===== config.mk =====
export PLATFORM = sky130hd
export DESIGN_NAME = alarm_trigger
export DESIGN_NICKNAME = d
export VERILOG_FILES = /design/src/rtl/alarm_pkg.sv /design/src/rtl/alarm_time_match.sv /design/src/rtl/alarm_trigger.sv
export SDC_FILE = /design/constraint.sdc
export NUM_CORES = 1
export LEC_CHECK = 0
export CORE_ASPECT_RATIO = 1.4
export CORE_MARGIN = 4
export CORE_UTILIZATION = 35
export DETAILED_ROUTE_END_ITERATION = 10
export GPL_TIMING_DRIVEN = 0
export HOLD_SLACK_MARGIN = 0.1
export PLACE_DENSITY_LB_ADDON = 0.3
export SYNTH_ARGS = -nofsm -noshare
export SYNTH_HDL_FRONTEND = slang
export SYNTH_SLANG_ARGS = --single-unit

===== constraint.sdc =====
create_clock -name clk -period 2.5 [get_ports clk]
set_input_delay 0.5 -clock clk [delete_from_list [all_inputs] [get_ports clk]]
set_output_delay 0.5 -clock clk [all_outputs]
set_load 0.005 [all_outputs]

===== src/rtl/alarm_pkg.sv =====
// Shared types and default timing constants for the alarm trigger block.
package alarm_pkg;

  typedef enum logic [1:0] {
    IDLE   = 2'd0,
    RING   = 2'd1,
    SNOOZE = 2'd2
  } state_t;

  localparam int unsigned RING_SECONDS_DEFAULT   = 60;
  localparam int unsigned SNOOZE_SECONDS_DEFAULT = 300;
  localparam int unsigned MAX_SNOOZE_DEFAULT     = 3;

endpackage


===== src/rtl/alarm_time_match.sv =====
// Digit-for-digit BCD comparison of the current time against the alarm
// setting, true only on the first second (ss == 00) of the alarm minute.
// No range checking: an invalid digit on either side simply fails to match.
module alarm_time_match (
  input  logic [3:0] hr_high,
  input  logic [3:0] hr_low,
  input  logic [3:0] min_high,
  input  logic [3:0] min_low,
  input  logic [3:0] sec_high,
  input  logic [3:0] sec_low,
  input  logic [3:0] hr_high_setting,
  input  logic [3:0] hr_low_setting,
  input  logic [3:0] min_high_setting,
  input  logic [3:0] min_low_setting,
  output logic       match
);

  // Pure combinational equality of hh:mm plus seconds at zero.
  always_comb begin
    match = (hr_high  == hr_high_setting)  &&
            (hr_low   == hr_low_setting)   &&
            (min_high == min_high_setting) &&
            (min_low  == min_low_setting)  &&
            (sec_high == 4'd0)             &&
            (sec_low  == 4'd0);
  end

endmodule


===== src/rtl/alarm_trigger.sv =====
// Alarm sequencer: detects the rising edge of a time/setting match and
// runs the IDLE / RING / SNOOZE cycle with timed bursts, a bounded number
// of snoozes and a 1 Hz on/off beep pattern. All outputs are registered.
module alarm_trigger
  import alarm_pkg::*;
#(
  parameter int unsigned RING_SECONDS   = RING_SECONDS_DEFAULT,
  parameter int unsigned SNOOZE_SECONDS = SNOOZE_SECONDS_DEFAULT,
  parameter int unsigned MAX_SNOOZE     = MAX_SNOOZE_DEFAULT
) (
  input  logic       clk,
  input  logic       rst_n,
  input  logic       sec_tick,
  input  logic       mode,
  input  logic       alarm_en,
  input  logic       stop,
  input  logic       snooze,
  input  logic [3:0] hr_high,
  input  logic [3:0] hr_low,
  input  logic [3:0] min_high,
  input  logic [3:0] min_low,
  input  logic [3:0] sec_high,
  input  logic [3:0] sec_low,
  input  logic [3:0] hr_high_setting,
  input  logic [3:0] hr_low_setting,
  input  logic [3:0] min_high_setting,
  input  logic [3:0] min_low_setting,
  output logic       buzzer,
  output logic       alarm_active,
  output logic       snooze_active,
  output logic [1:0] snooze_left
);

  localparam int unsigned RING_W = $clog2(RING_SECONDS + 1);
  localparam int unsigned SNZ_W  = $clog2(SNOOZE_SECONDS + 1);

  localparam logic [RING_W-1:0] RING_LOAD = RING_W'(RING_SECONDS);
  localparam logic [SNZ_W-1:0]  SNZ_LOAD  = SNZ_W'(SNOOZE_SECONDS);
  localparam logic [1:0]        LEFT_LOAD = 2'(MAX_SNOOZE);

  state_t            state, state_n;
  logic [RING_W-1:0] ring_cnt, ring_cnt_n;
  logic [SNZ_W-1:0]  snz_cnt, snz_cnt_n;
  logic [1:0]        snooze_left_n;
  logic              beep_phase, beep_phase_n;

  logic time_match;
  logic match;
  logic match_q;
  logic trigger;

  alarm_time_match u_time_match (
    .hr_high          (hr_high),
    .hr_low           (hr_low),
    .min_high         (min_high),
    .min_low          (min_low),
    .sec_high         (sec_high),
    .sec_low          (sec_low),
    .hr_high_setting  (hr_high_setting),
    .hr_low_setting   (hr_low_setting),
    .min_high_setting (min_high_setting),
    .min_low_setting  (min_low_setting),
    .match            (time_match)
  );

  // Qualify the time match and reduce it to a single-cycle rising edge.
  always_comb begin
    match   = mode && alarm_en && time_match;
    trigger = match && !match_q;
  end

  // Next-state logic; branch order encodes event priority:
  // disarm, stop, timeout/expiry, snooze, then plain tick countdown.
  always_comb begin
    state_n       = state;
    ring_cnt_n    = ring_cnt;
    snz_cnt_n     = snz_cnt;
    snooze_left_n = snooze_left;
    beep_phase_n  = beep_phase;

    if (!alarm_en) begin
      state_n       = IDLE;
      snooze_left_n = '0;
    end else begin
      case (state)
        IDLE: begin
          if (trigger) begin
            state_n       = RING;
            ring_cnt_n    = RING_LOAD;
            snooze_left_n = LEFT_LOAD;
            beep_phase_n  = 1'b1;
          end
        end

        RING: begin
          if (stop) begin
            state_n       = IDLE;
            snooze_left_n = '0;
          end else if (sec_tick && (ring_cnt == RING_W'(1))) begin
            state_n    = IDLE;
            ring_cnt_n = '0;
          end else if (snooze && (snooze_left != '0)) begin
            state_n       = SNOOZE;
            snz_cnt_n     = SNZ_LOAD;
            snooze_left_n = snooze_left - 2'd1;
          end else if (sec_tick) begin
            if (ring_cnt != '0) begin
              ring_cnt_n = ring_cnt - RING_W'(1);
            end
            beep_phase_n = ~beep_phase;
          end
        end

        SNOOZE: begin
          if (stop) begin
            state_n       = IDLE;
            snooze_left_n = '0;
          end else if (sec_tick && (snz_cnt == SNZ_W'(1))) begin
            state_n      = RING;
            snz_cnt_n    = '0;
            ring_cnt_n   = RING_LOAD;
            beep_phase_n = 1'b1;
          end else if (sec_tick) begin
            if (snz_cnt != '0) begin
              snz_cnt_n = snz_cnt - SNZ_W'(1);
            end
          end
        end

        default: begin
          state_n = IDLE;
        end
      endcase
    end
  end

  // State, counters and registered outputs; outputs are derived from the
  // next-state values so they line up with the state they describe.
  always_ff @(posedge clk) begin
    if (!rst_n) begin
      state         <= IDLE;
      ring_cnt      <= '0;
      snz_cnt       <= '0;
      snooze_left   <= '0;
      beep_phase    <= 1'b0;
      match_q       <= 1'b1;
      buzzer        <= 1'b0;
      alarm_active  <= 1'b0;
      snooze_active <= 1'b0;
    end else begin
      state         <= state_n;
      ring_cnt      <= ring_cnt_n;
      snz_cnt       <= snz_cnt_n;
      snooze_left   <= snooze_left_n;
      beep_phase    <= beep_phase_n;
      match_q       <= match;
      buzzer        <= (state_n == RING) && beep_phase_n;
      alarm_active  <= (state_n == RING);
      snooze_active <= (state_n == SNOOZE);
    end
  end

endmodule


==> results.toml <==
[outcome]
status = "completed"

[worst_setup_path]
start_kind = "input port"
ff2ff_setup_slack_ns = 0.41
critical_path_class = "in2reg"
worstPathRequired_ns = 2.71
r2r_start = "snooze_left[0]"
worstReg2RegEnd = "snz_cnt[1]"
r2r_cells = 7
worstSetupEndpointType = "register"
worstPathArrival_ns = 2.45
cp_max_fo = 6

[floorplanning]
fp.dieArea_mm2 = 0.00600
dieWidth_um = 66.6
io_pins = 52
coreArea_mm2 = 0.00461
initial_core_util = 0.365
fp.dieH_um = 90.1
std_cell_rows = 29

[sta]
final.setup.tns_ns = 0
rsz0062_at_grt = "no"
clock.fmax_mhz = 446
min_period_over_period = 0.896
worstMarginPinSlew_ns = 0.699
timing.hold.ws_ns = 0.486
slew_headroom = 0.529
setup_viol = 0
final-hold-violation-count = 0
fin_ws_ns = 0.259
drv_slew = 0
min_period_ns = 2.24
skew_ns = 0.00318

[power]
p_per_area_mw_per_mm2 = 342
peakVddDrop_uv = 207
p_leak_nw = 0.814

[cts]
ctsLongestPathBuffers = 2
postCtsSetupRepairBufs = 0
cts_root_buf = "clkbuf_8"
cts.sink_count = 24
cts.clk_slew.worst_paths_ns = 0.09
h-tree-depth = 1
numCtsBuffers = 3
ctsHoldBuffers = 0
cts_resized = 0
cts_tree = "yes"
worstSkewPairLatency_ns = 0.27

[cells_and_area]
final_common_cell = "clkdlybuf4s50_1"
antennaDiodeCount = 0
fin_nets = 317
nFillCells = 465
drive_gt1_frac = 0.0687
final_cell_mix = "clkdlybuf4s50_1, dfxtp_1, nand2_1, nor2_1, xnor2_1"
area_growth_pct = 37.6

[global_routing]
grt_pass1_vias = 1710
antenna_found_initial = 0
grt_util_all_layers = 0.147
grt_pass1_wl_mm = 7.19
grt_max_degree = 14
grt-ovfl-total = 0

[logic_synthesis]
synth_cells = 208
yosys_warnings = 0
avgSynthCellArea_um2 = 8.10
synth_edf_count = 0
yosys.area.top_type = "dfxtp_1"
synth-main-ff-cell = "dfxtp_1"
async_flop_share = 0
syn_area_mm2 = 0.00168
syn-num-nets = 262
yosysSeqAreaShare = 0.285
synthTopCellsByArea = "dfxtp_1, xnor2_1, ha_1, nand2_1, nor2_1"
ys_types = 54
synth_top_area_frac = 0.285
synth_seq_cells = 24

[hold_path]
min_path_type = "reg2reg"
worstHoldStart = "snz_cnt[8]"
hold_end = "snz_cnt[8]"
hold_depth = 2

[place]
dp_slack_ns = -0.00675
routabilityCongestion = 0.865
hpwl_mm = 3.47
portBuffers = 50

[routing]
finalWirelength_mm = 4.19
viasPerCell = 5.23
vias = 1695
drt_iter0_drc = 37
post_drt_wl_per_cell_um = 12.9
post-route-drc-count = 0
ant_nets = 0
drt_first_pass_iters = 4

[run]
maxCapViolations = 0
-- layer usage --
metal | wire length [um] | vias to the layer above | global-route usage
met5 | 0 | - | 0
met4 | 97 | 0 | 0.0492
met3 | 157 | 11 | 0.0299
met2 | 2290 | 42 | 0.280
met1 | 1650 | 780 | 0.153
li1 | - | 862 | -
-- cell usage after synthesis (all sizes together), types with 2 or more instances --
cell / n
a21boi: 3
a21o: 3
a21oi: 6
a311oi: 2
a31oi: 6
a41oi: 2
and2b: 2
buf: 4
clkbuf: 2
dfxtp: 24
ha: 7
inv: 11
nand2: 19
nand2b: 5
nand3: 12
nand3b: 2
nand4: 6
nor2: 17
nor2b: 2
nor3: 9
nor3b: 2
nor4: 3
o211ai: 2
o21a: 2
o21ai: 12
or2: 2
or3: 5
xnor2: 14
xor2: 6
-- registers in the layout, summed over array words and instances, names as in the netlist --
register / cells
alarm_active: 1
match_q: 1
state: 2
beep_phase: 1
snooze_left: 2
buzzer: 1
snz_cnt: 9
ring_cnt: 6
snooze_active: 1
-- logic make-up (layout without fill, tap and decap cells) --
family	count (synthesis)	after routing	share of synthesized area
AOI/OAI and AO/OA	48	48	0.204
and+or+nand+nor	91	91	0.304
DFF	24	24	0.285
buffers and inverters	17	71	0.0453
adders and majority gates	7	7	0.0520
xor gates and xnor gates	20	20	0.104
muxes	1	1	0.00594
-- worst max-delay path by stage --
stage / start / endpoint
after floorplan: alarm_en / ring_cnt[3]
after global routing: hr_low_setting[2] / ring_cnt[1]
after CTS: sec_tick / buzzer
final: sec_tick / buzzer
after global placement: hr_low_setting[1] / snooze_left[0]
after detailed placement: sec_tick / snz_cnt[1]
-- critical path, stage by stage --
cell,delay [ns]
clkdlybuf4s50_1,0.53
nand3b_1,0.24
or2_4,0.18
nand2_4,0.06
or3_1,0.41
or3b_1,0.36
a21oi_1,0.15
-- metrics by stage --
step	utilization	cell area, um^2	std cells	power (mW)
3_3_place_gp	0.491	2260	320	0.526
4_1_cts	0.503	2320	324	0.797
6_report	0.503	2320	324	0.792
5_1_grt	0.503	2320	324	0.822
2_1_floorplan	-	1680	208	0.441
3_5_place_dp	0.491	2260	320	0.528
-- area by class of cell --
type | count | area, um^2 | area share
clock buffer | 4 | 55.1 | 0.0238
timing repair buffer | 50 | 500 | 0.216
sequential | 24 | 480 | 0.207
inverter | 11 | 41.3 | 0.0178
multi-input combinational | 167 | 1130 | 0.487
buffer | 6 | 35.0 | 0.0151
tap | 62 | 77.6 | 0.0335
-- report_power, final --
group / internal [mW] / leakage (nW) / total (mW) / switching (mW)
sequential: 0.384 / 0.194 / 0.385 / 0.00131
clock: 0.141 / 0.0288 / 0.274 / 0.133
combinational: 0.0900 / 0.591 / 0.133 / 0.0433
Power figures use the tool's default switching activity.
